==> config.mk <==
export PLATFORM = sky130hd
export DESIGN_NAME = hazard_scheduler
export DESIGN_NICKNAME = d
export VERILOG_FILES = /design/src/rtl/hazard_scheduler.sv
export SDC_FILE = /design/constraint.sdc
export NUM_CORES = 1
export LEC_CHECK = 0
export CAP_MARGIN = 20
export CORE_UTILIZATION = 39
export CTS_CLUSTER_SIZE = 8
export DETAILED_ROUTE_END_ITERATION = 6
export PLACE_DENSITY = 0.89
export SLEW_MARGIN = 20
export SYNTH_ARGS = -nofsm -noshare
export SYNTH_HDL_FRONTEND = slang
export SYNTH_SLANG_ARGS = --single-unit
==> constraint.sdc <==
create_clock -name clk_i -period 2.4 [get_ports clk_i]
set_input_delay 0.72 -clock clk_i [delete_from_list [all_inputs] [get_ports clk_i]]
set_output_delay 0.72 -clock clk_i [all_outputs]
set_load 0.005 [all_outputs]
==> src/rtl/hazard_scheduler.sv <==
// Hazard unit and mul/div sequencer for the 5-stage MIPS pipeline.
// It generates the stall and flush controls and selects the forwarding paths.
// It also times the multi-cycle MULT/DIV unit and counts stalled cycles.
module hazard_scheduler #(
    parameter int unsigned MulCycles = 4,
    parameter int unsigned DivCycles = 32,
    parameter int unsigned CntW      = 16
) (
    input  logic            clk_i,
    input  logic            rst_ni,
    input  logic [4:0]      rs_d_i,
    input  logic [4:0]      rt_d_i,
    input  logic [4:0]      rs_e_i,
    input  logic [4:0]      rt_e_i,
    input  logic [4:0]      write_reg_e_i,
    input  logic [4:0]      write_reg_m_i,
    input  logic [4:0]      write_reg_w_i,
    input  logic            reg_write_e_i,
    input  logic            reg_write_m_i,
    input  logic            reg_write_w_i,
    input  logic            mem_to_reg_e_i,
    input  logic            mem_to_reg_m_i,
    input  logic            branch_d_i,
    input  logic            pc_src_d_i,
    input  logic            jump_d_i,
    input  logic            hilo_read_d_i,
    input  logic            muldiv_d_i,
    input  logic            muldiv_start_e_i,
    input  logic            muldiv_op_e_i,
    output logic            stall_f_o,
    output logic            stall_d_o,
    output logic            flush_d_o,
    output logic            flush_e_o,
    output logic            forward_a_d_o,
    output logic            forward_b_d_o,
    output logic [1:0]      forward_a_e_o,
    output logic [1:0]      forward_b_e_o,
    output logic            muldiv_busy_o,
    output logic            hilo_we_o,
    output logic            muldiv_err_o,
    output logic [CntW-1:0] stall_count_o
);

    // The latency counter only has to hold (longest latency - 1).
    localparam int unsigned MaxCycles = (DivCycles > MulCycles) ? DivCycles : MulCycles;
    localparam int unsigned CycW      = (MaxCycles > 1) ? $clog2(MaxCycles) : 1;
    localparam logic [CycW-1:0] MulLoad = CycW'(MulCycles - 1);
    localparam logic [CycW-1:0] DivLoad = CycW'(DivCycles - 1);

    typedef enum logic [1:0] {
        StIdle,
        StBusy,
        StDone
    } md_state_e;

    md_state_e        state_q;
    logic [CycW-1:0]  cnt_q;
    logic             busy_q;
    logic             hilo_we_q;
    logic             err_q;
    logic [CntW-1:0]  stall_cnt_q;

    logic lw_stall;
    logic br_stall;
    logic md_stall;
    logic stall;

    // $0 is hard-wired to zero, so it never creates a dependency.
    function automatic logic reg_hit(input logic [4:0] a, input logic [4:0] b);
        return (a != 5'd0) && (a == b);
    endfunction

    // Forwarding mux selects. M is newer than W, so M takes priority.
    always_comb begin
        forward_a_e_o = 2'b00;
        forward_b_e_o = 2'b00;
        if (reg_write_m_i && reg_hit(write_reg_m_i, rs_e_i)) begin
            forward_a_e_o = 2'b10;
        end else if (reg_write_w_i && reg_hit(write_reg_w_i, rs_e_i)) begin
            forward_a_e_o = 2'b01;
        end
        if (reg_write_m_i && reg_hit(write_reg_m_i, rt_e_i)) begin
            forward_b_e_o = 2'b10;
        end else if (reg_write_w_i && reg_hit(write_reg_w_i, rt_e_i)) begin
            forward_b_e_o = 2'b01;
        end
        forward_a_d_o = reg_write_m_i && reg_hit(write_reg_m_i, rs_d_i);
        forward_b_d_o = reg_write_m_i && reg_hit(write_reg_m_i, rt_d_i);
    end

    // Hazard detection. Stalls are asserted as soon as the inputs show a hazard.
    always_comb begin
        lw_stall = mem_to_reg_e_i &&
                   (reg_hit(write_reg_e_i, rs_d_i) || reg_hit(write_reg_e_i, rt_d_i));
        br_stall = branch_d_i &&
                   ((reg_write_e_i &&
                     (reg_hit(write_reg_e_i, rs_d_i) || reg_hit(write_reg_e_i, rt_d_i))) ||
                    (mem_to_reg_m_i &&
                     (reg_hit(write_reg_m_i, rs_d_i) || reg_hit(write_reg_m_i, rt_d_i))));
        md_stall = (busy_q || muldiv_start_e_i) && (hilo_read_d_i || muldiv_d_i);
        stall    = lw_stall || br_stall || md_stall;

        stall_f_o = stall;
        stall_d_o = stall;
        flush_e_o = stall;
        // A redirect is dropped while D is held; it re-presents next cycle.
        flush_d_o = (pc_src_d_i || jump_d_i) && !stall;
    end

    // Mul/div sequencer. busy and the HI/LO strobe are registered with the state.
    always_ff @(posedge clk_i or negedge rst_ni) begin
        if (!rst_ni) begin
            state_q   <= StIdle;
            cnt_q     <= '0;
            busy_q    <= 1'b0;
            hilo_we_q <= 1'b0;
            err_q     <= 1'b0;
        end else begin
            case (state_q)
                StIdle: begin
                    if (muldiv_start_e_i) begin
                        state_q <= StBusy;
                        cnt_q   <= muldiv_op_e_i ? DivLoad : MulLoad;
                        busy_q  <= 1'b1;
                    end
                end
                StBusy: begin
                    if (muldiv_start_e_i) begin
                        err_q <= 1'b1;
                    end
                    if (cnt_q == '0) begin
                        state_q   <= StDone;
                        hilo_we_q <= 1'b1;
                    end else begin
                        cnt_q <= cnt_q - CycW'(1);
                    end
                end
                StDone: begin
                    if (muldiv_start_e_i) begin
                        err_q <= 1'b1;
                    end
                    state_q   <= StIdle;
                    busy_q    <= 1'b0;
                    hilo_we_q <= 1'b0;
                end
                default: begin
                    state_q   <= StIdle;
                    busy_q    <= 1'b0;
                    hilo_we_q <= 1'b0;
                end
            endcase
        end
    end

    // Saturating count of stalled cycles.
    always_ff @(posedge clk_i or negedge rst_ni) begin
        if (!rst_ni) begin
            stall_cnt_q <= '0;
        end else if (stall && (stall_cnt_q != '1)) begin
            stall_cnt_q <= stall_cnt_q + CntW'(1);
        end
    end

    assign muldiv_busy_o = busy_q;
    assign hilo_we_o     = hilo_we_q;
    assign muldiv_err_o  = err_q;
    assign stall_count_o = stall_cnt_q;

endmodule

== After elaboration in Yosys (flattened, before gate mapping) ==
Cells that the tools add are included.
Widths: inputs -> output; s select.
Storage, ports and cells
  flip-flop bits (word level): 26
  input port bits: 49
  output and inout bits: 29
Operators by class
  add/subtract/negate cells: 2
  equality and inequality tests: 14
  mux-type cells: 15
  bitwise gates (word level): 2
  reductions and logical operators: 42
Operators with widths (count)
  $eq 5x5->1: 8
  $logic_and 1x1->1: 21
  $add 16x1->16 const B: 1
  $ne 16x16->1 const B: 1
  $mux 5: 3
  $reduce_bool 5->1: 3
  $pmux 5 s2: 1
  $logic_or 1x1->1: 8
  $mux 2: 4
  $reduce_and 2->1: 4
  $ne 2x2->1 const B: 3
  $logic_not 5->1: 1
  $sub 5x1->5 const B: 1
  $mux 1: 4
  $pmux 1 s2: 2
  $pmux 2 s2: 1
  $reduce_and 3->1: 1
  $eq 2x1->1 const B: 1
  $eq 2x2->1 const B: 1
  $logic_not 2->1: 1
  $not 1->1: 2
  $reduce_bool 2->1: 1
  $reduce_or 2->1: 1
  $logic_not 1->1: 1

== Logic depth before layout (Yosys ltp) ==
Gate-level depths: netlist of the first run.
  depth after elaboration: 10
  gate-level depth with buffers: 8

== Least setup slack after synthesis of the first run ==
Ideal clock, no wire load.
  path kind: input -> output
  start: input port write_reg_m_i[4]
  end: output port stall_d_o
  data arrival time: 1801 ps
  path slack: -121 ps
  stages: 7
  path buffers: 2
  path through: buf_6 xnor2_1 nand3_1 nor3_2 o2111ai_2 nand3_2 buf_4
Between the ends
  longest elaborated chain between the ends: 8
  elaborated cells between the ends (all ways): 11
  classes of those cells: eq/ne (2); reduce/logical (9)
RTL lines
  start, declared: line 16  | input logic [4:0] write_reg_m_i,
  $eq 5x5->1 or $reduce_bool 5->1 (tied branches): line 70  | return (a != 5'd0) && (a == b);
  $logic_and 1x1->1: line 70
  $logic_or 1x1->1 *: line 99  | (reg_hit(write_reg_m_i, rs_d_i) || reg_hit(write_reg_m_i, rt_d_i))));
  $logic_and 1x1->1 *: line 98  | (mem_to_reg_m_i &&
  $logic_or 1x1->1 *: line 97  | (reg_hit(write_reg_e_i, rs_d_i) || reg_hit(write_reg_e_i, rt_d_i))) ||
  $logic_and 1x1->1 *: line 95  | br_stall = branch_d_i &&
  $logic_or 1x1->1 * (2 in series): line 101  | stall = lw_stall || br_stall || md_stall;
  end, declared: line 31  | output logic stall_d_o,
Every way passes the cells marked *; elsewhere a longest branch is shown, timed or not.

== Worst setup path after layout of the first run ==
  start: input port rt_e_i[3]
  end: output port forward_b_e_o[0]
Between the ends
  longest elaborated chain between the ends: 5
  elaborated cells between the ends (all ways): 8
  classes of those cells: eq/ne (2); mux (2); reduce/logical (4)
RTL lines
  start, declared: line 14  | input logic [4:0] rt_e_i,
  $eq 5x5->1: line 70
  $logic_and 1x1->1: line 70
  $logic_and 1x1->1: line 84  | end else if (reg_write_w_i && reg_hit(write_reg_w_i, rt_e_i)) begin
  $mux 1: line 84
  $mux 2 *: line 82  | if (reg_write_m_i && reg_hit(write_reg_m_i, rt_e_i)) begin
  end, declared: line 37  | output logic [1:0] forward_b_e_o,
Marked as above.

==> qor.yml, run 1 <==
crit_buf_inv: 3
vias: 2063
cts-root-buf: "clkbuf_8"
yosys_warnings: 0
cp_slowest_cell: "nor4_4"
synth.top_cells.by_area: "dfrtp_1 (34%), xnor2_1 (13%), xor2_1 (11%)"
synth_common_cells: "xnor2_1 (29), dfrtp_1 (26), xor2_1 (24)"
post-synth-top-count-cell: "xnor2_1"
grt_overflow: 0
fmax_mhz: 362.5
ir_drop_v: 0.0003214
pre_cts_ws_ns: -1.048
post-route-period-util_pct: 115.0
cts_sinks: 26
slowest_delay_ns: 0.35
clock_latency_ns: 0.27
rsz0062_at_grt: "yes"
grt_use_total_pct: 23.12
drt_iter0_drc: 74
stdcell_area_sq_mm: 0.003284
yosysSeqAreaShare_pct: 34.08
syn-cell-area_sq_mm: 0.001909
h-tree-depth: 1
firstDrtPassIters: 4
min_path_type: "flop to flop"
ios: 78
dpl_cell_area_sq_mm: 0.002989
dieWidth_um: 71.97
yosysTopAreaCellShare_pct: 34.08
cts_tree: "done"
antenna_left: 0
use_met3_pct: 4.722
cts_buffers: 3
grt_util_met1_pct: 23.20
critPathKind: "primary input to output pin"
synth_ff_type: "dfrtp_1"
tightest_slew_ns: 0.5127
crit_chain: "dlygate4sd2_1 -> xnor2_1 -> nand3_2 -> nor4_4 -> buf_4 -> nor4_4 -> buf_2"
ys_ff_latch: 26
required_ns: 1.68
start_util_pct: 40.42
cpMostUsedCell: "nor4_4"
critPathMaxFanout: 2
wire_per_inst_um: 14.96
path_delay_family: "buffers and inverters"
ff2ff_setup_slack_ns: 0.41
clk_pin_slew_ns: 0.08
nets: 384
antenna_found_initial: 0
cp-end-kind: "output pin"
synth_top_area_cell: "dfrtp_1"
hpwl_mm: 4.257
drc: 0
place_congestion: 0.8577
p_leak_nw: 1.471
drv_cap: 0
start_kind: "primary input"
synth_cell_types: 38
port_buffers: 77
critPathArrivalTime_ns: 2.04
grt_pass1_vias: 2155
syn_avg_cell_area_sq_um: 9.049
violations: "setup timing"
hold_viol: 0
die_h_um: 71.97
slew_headroom_pct: 65.34
fp-row-count: 25
synth_cells: 211
area_growth_pct: 72.02
skew_ns: 0.004584
fin_tns_setup_ns: -2.351
grt-busiest-layer: "met2"
finalWirelength_mm: 5.923
core_area_sq_mm: 0.004723
clock_path_buffers: 2
slew_viol_final: 0
dieArea_sq_mm: 0.005180
synthArstFlopShare_pct: 100.0
vias_per_cell: 5.210
synth_nets: 265
grt_pass1_wl_mm: 9.294
outcome: "finished with violations"
final-setup-viol-count: 10
p_per_area_mw_per_mm2: 609.8
synth_edf_count: 0
antenna_cells: 0
drive_gt1_share_pct: 34.65
grtUsageMet2_pct: 45.81
hold_ws_ns: 0.4677
fin_crit_ns: 2.759
grt_max_degree: 27
setup_ws_ns: -0.3589
per-layer routing:
layer | wire, um | vias to the layer above | share of wire (%)
met5 | 0 | - | 0
met4 | 97 | 0 | 1.6
met3 | 359 | 13 | 6.1
met2 | 3200 | 93 | 54
met1 | 2266 | 996 | 38
li1 | - | 961 | -
state kept, by name, indices dropped and copies added, names as in the netlist:
| name | flops |
|---|---|
| muldiv_err_o | 1 |
| muldiv_busy_o | 1 |
| stall_count_o | 16 |
| cnt_q | 5 |
| hilo_we_o | 1 |
| state_q | 2 |
final cells by class:
| type | instances | area (sq um) |
|---|---|---|
| tap | 67 | 83.83 |
| multi-input combinational | 169 | 1409 |
| fill | 350 | 1439 |
| sequential | 26 | 650.6 |
| inverter | 8 | 30.03 |
| timing repair buffer | 122 | 1056 |
| clock buffer | 4 | 55.05 |
cell usage in the layout (no fill, tap or decap), drive strengths merged, types with 2 or more instances in the layout:
| master | instances |
|---|---|
| inv | 8 |
| nor2 | 18 |
| or4 | 3 |
| ha | 5 |
| dfrtp | 26 |
| o22a | 2 |
| o21ai | 5 |
| nand2 | 13 |
| clkdlybuf4s50 | 30 |
| buf | 69 |
| xor2 | 24 |
| nor2b | 4 |
| nand3 | 11 |
| nor3 | 8 |
| a21o | 2 |
| nand2b | 2 |
| clkbuf | 8 |
| nand4 | 6 |
| and3 | 7 |
| a21oi | 14 |
| mux2 | 2 |
| clkdlybuf4s15 | 7 |
| xnor2 | 29 |
| a31oi | 2 |
| nor4 | 4 |
| dlygate4sd2 | 12 |
stage by stage:
stage          power (mW)  instances  util [%]
2_1_floorplan       1.180        211         -
3_3_place_gp        1.598        382     63.28
3_5_place_dp        1.656        382     63.28
4_1_cts             1.970        395     66.44
5_1_grt             2.142        396     69.54
6_report            2.003        396     69.54
worst paths after layout:
kind                                     startpoint                      endpoint  cells after the start
max in group asynchronous                    rst_ni  stall_count_o[8]$_DFFE_PN0P_                      2
min in group asynchronous                    rst_ni     muldiv_busy_o$_DFFE_PN0P_                      2
min reg2reg                muldiv_err_o$_DFFE_PN0P_      muldiv_err_o$_DFFE_PN0P_                      1
max                                       rt_e_i[3]              forward_b_e_o[0]                      7
max reg2reg                    cnt_q[1]$_DFFE_PN0P_          cnt_q[3]$_DFFE_PN0P_                      8
min                        muldiv_err_o$_DFFE_PN0P_      muldiv_err_o$_DFFE_PN0P_                      1
power by group:
group	internal, mW	leakage, nW	switching (mW)
registers	0.560	0.326	0.130
clock network	0.147	0.0288	0.137
logic	0.555	1.12	0.474
cell families after synthesis:
| family | synth area share (%) |
|---|---|
| simple gates | 22.28 |
| fa+ha+maj | 3.277 |
| flops | 34.08 |
| buf+inv | 4.849 |
| compound gates | 10.03 |
| mux | 1.179 |
| xor+xnor | 24.31 |
timing repair:
action,in CTS,in global routing
endpoints found under the setup margin,23,19
setup buffers,11,5
pin swaps,26,18
hold endpoints to repair,0,0
gates resized for setup,163,33
hold buffers,0,0
No activity file was read; power rests on OpenSTA's default activity.
==> inputs of run 2 (changes only) <==
--- a/config.mk
+++ b/config.mk
@@ -7,9 +7,10 @@
 export LEC_CHECK = 0
 export CAP_MARGIN = 20
 export CORE_UTILIZATION = 39
+export CTS_BUF_LIST = sky130_fd_sc_hd__clkbuf_4 sky130_fd_sc_hd__clkbuf_8 sky130_fd_sc_hd__clkbuf_16
 export CTS_CLUSTER_SIZE = 8
 export DETAILED_ROUTE_END_ITERATION = 6
-export PLACE_DENSITY = 0.89
+export PLACE_DENSITY = 0.77
 export SLEW_MARGIN = 20
 export SYNTH_ARGS = -nofsm -noshare
 export SYNTH_HDL_FRONTEND = slang
==> qor.yml, run 2 (synthesized netlist as in run 1, its figures left out) <==
min_path_type: "flop to flop"
clk_pin_slew_ns: 0.09  # about the same
hold_viol: 0  # unchanged
critPathKind: "primary input to output pin"
slew_viol_final: 0  # unchanged
slowest_delay_ns: 0.27  # -0.08 ns
postCtsHoldBufs: 0  # unchanged
ir_drop_v: 0.0003015  # -6.2%
grt_pass1_wl_mm: 8.590  # -7.6%
grt_max_degree: 27  # unchanged
finalWirelength_mm: 5.427  # -8.4%
rsz0062_at_grt: "yes"
cts_sinks: 26  # unchanged
die_h_um: 71.97  # unchanged
antenna_cells: 0  # unchanged
fin_tns_setup_ns: -1.883  # +0.4674 ns
tightest_slew_ns: 0.5289  # +0.01615 ns
layout_common_cells: "clkdlybuf4s50_1 (29), buf_4 (27), dfrtp_1 (26)"
port_buffers: 77  # unchanged
h-tree-depth: 1  # unchanged
p_per_area_mw_per_mm2: 620.5  # +1.8%
crit_chain: "buf_8 -> buf_6 -> nor3_2 -> nand2_1 -> nand2_2 -> buf_6 -> nor4_4 -> buf_4 -> nor4_4 -> buf_2"
pre_cts_ws_ns: -1.087  # -0.03872 ns
ff2ff_setup_slack_ns: 0.48  # +0.07 ns
start_util_pct: 40.42  # unchanged
skew_ns: 0.003512  # -0.001072 ns
nets: 379  # -1.3%
cp_slowest_cell: "nor4_4"
clock_latency_ns: 0.27  # about the same
required_ns: 1.68  # about the same
drt_iter0_drc: 83  # +12%
drive_gt1_share_pct: 37.35  # +2.7 points
fin_cells: 391  # -1.3%
drv_cap: 0  # unchanged
fp-row-count: 25  # unchanged
area_growth_pct: 75.49
firstDrtPassIters: 4  # unchanged
core_area_sq_mm: 0.004723  # unchanged
setup_ws_ns: -0.3777  # -0.01879 ns
cts_tree: "done"
cts-root-buf: "clkbuf_8"
critPathArrivalTime_ns: 2.06  # +0.02 ns
place_congestion: 0.8946  # +4.3%
drc: 0  # unchanged
dpl.cell_count: 379  # -0.79%
worstRegToRegCells: 6  # -2
violations: "setup timing"
outcome: "finished with violations"
p_leak_nw: 1.494  # +1.6%
vias: 1945  # -5.7%
antenna_found_initial: 0  # unchanged
vias_per_cell: 4.974  # -4.5%
layout_commonest_cell: "clkdlybuf4s50_1"
start_kind: "primary input"
holdPathStages: 1  # unchanged
fmax_mhz: 360.0  # -0.68%
fin_crit_ns: 2.778  # +0.01879 ns
dieArea_sq_mm: 0.005180  # unchanged
post-route-period-util_pct: 115.7  # +0.78 points
dieWidth_um: 71.97  # unchanged
largest_register_ffs: 16  # unchanged
cp-end-kind: "output pin"
ios: 78  # unchanged
antenna_left: 0  # unchanged
grt_pass1_vias: 2009  # -6.8%
grt_overflow: 0  # unchanged
hpwl_mm: 3.868  # -9.2%
clock_path_buffers: 2  # unchanged
grt_use_total_pct: 20.88  # -2.2 points
wire_per_inst_um: 13.88  # -7.2%
final-setup-viol-count: 10  # unchanged
slew_headroom_pct: 64.25  # -1.1 points
critPathMaxFanout: 2  # unchanged
cts_buffers: 3  # unchanged
-- run 2: final timing paths --
path,start,end
setup / recovery,write_reg_m_i[1],forward_b_e_o[0]
hold / removal,muldiv_err_o$_DFFE_PN0P_,muldiv_err_o$_DFFE_PN0P_
setup reg to reg,stall_count_o[0]$_DFFE_PN0P_,stall_count_o[14]$_DFFE_PN0P_
hold reg to reg,muldiv_err_o$_DFFE_PN0P_,muldiv_err_o$_DFFE_PN0P_
max in group asynchronous,rst_ni,stall_count_o[0]$_DFFE_PN0P_
min in group asynchronous,rst_ni,hilo_we_o$_DFFE_PN0P_
-- run 2: metrics by stage --
step	util, %	power (mW)	instance area, sq um	hold slack, ns
2_1_floorplan	-	1.180	1958	0.4244
6_report	70.94	2.079	3351	0.4711
5_1_grt	70.94	2.227	3351	0.4866
4_1_cts	66.68	2.027	3149	0.4743
3_5_place_dp	62.81	1.627	2967	0.4482
3_3_place_gp	62.81	1.601	2967	0.4495
-- run 2: layer usage --
metal  track usage (%)  part of all wire [%]
met3             4.028                   5.4
met1             23.18                    39
met5                 0                     0
met4             4.575                   1.8
met2             40.88                    54
-- run 2: timing repair --
action	4_1_cts	5_1_grt
setup buffers	9	3
pin swaps	25	33
gates resized for setup	169	67
setup endpoints to repair	23	18
-- run 2: power by group --
group / internal, mW / total [mW] / switching [mW] / leakage, nW
sequential: 0.560 / 0.693 / 0.133 / 0.326
clock: 0.223 / 0.364 / 0.141 / 0.0357
combinational: 0.567 / 1.02 / 0.455 / 1.13
total: 1.35 / 2.08 / 0.729 / 1.49
-- run 2: cell type report --
| cell class | count | area [sq um] |
|---|---|---|
| Timing Repair Buffer | 117 | 1033 |
| Inverter | 8 | 30.03 |
| Clock inverter | 1 | 30.03 |
| Clock buffer | 3 | 41.29 |
| Sequential cell | 26 | 650.6 |
| Fill cell | 365 | 1373 |
| Tap cell | 67 | 83.83 |
| Multi-Input combinational cell | 169 | 1481 |
-- run 2: critical path, delay by kind of cell --
kind	cells	cell delay, ns
and+or+nand+nor	5	0.71
buffers and inverters	5	0.63
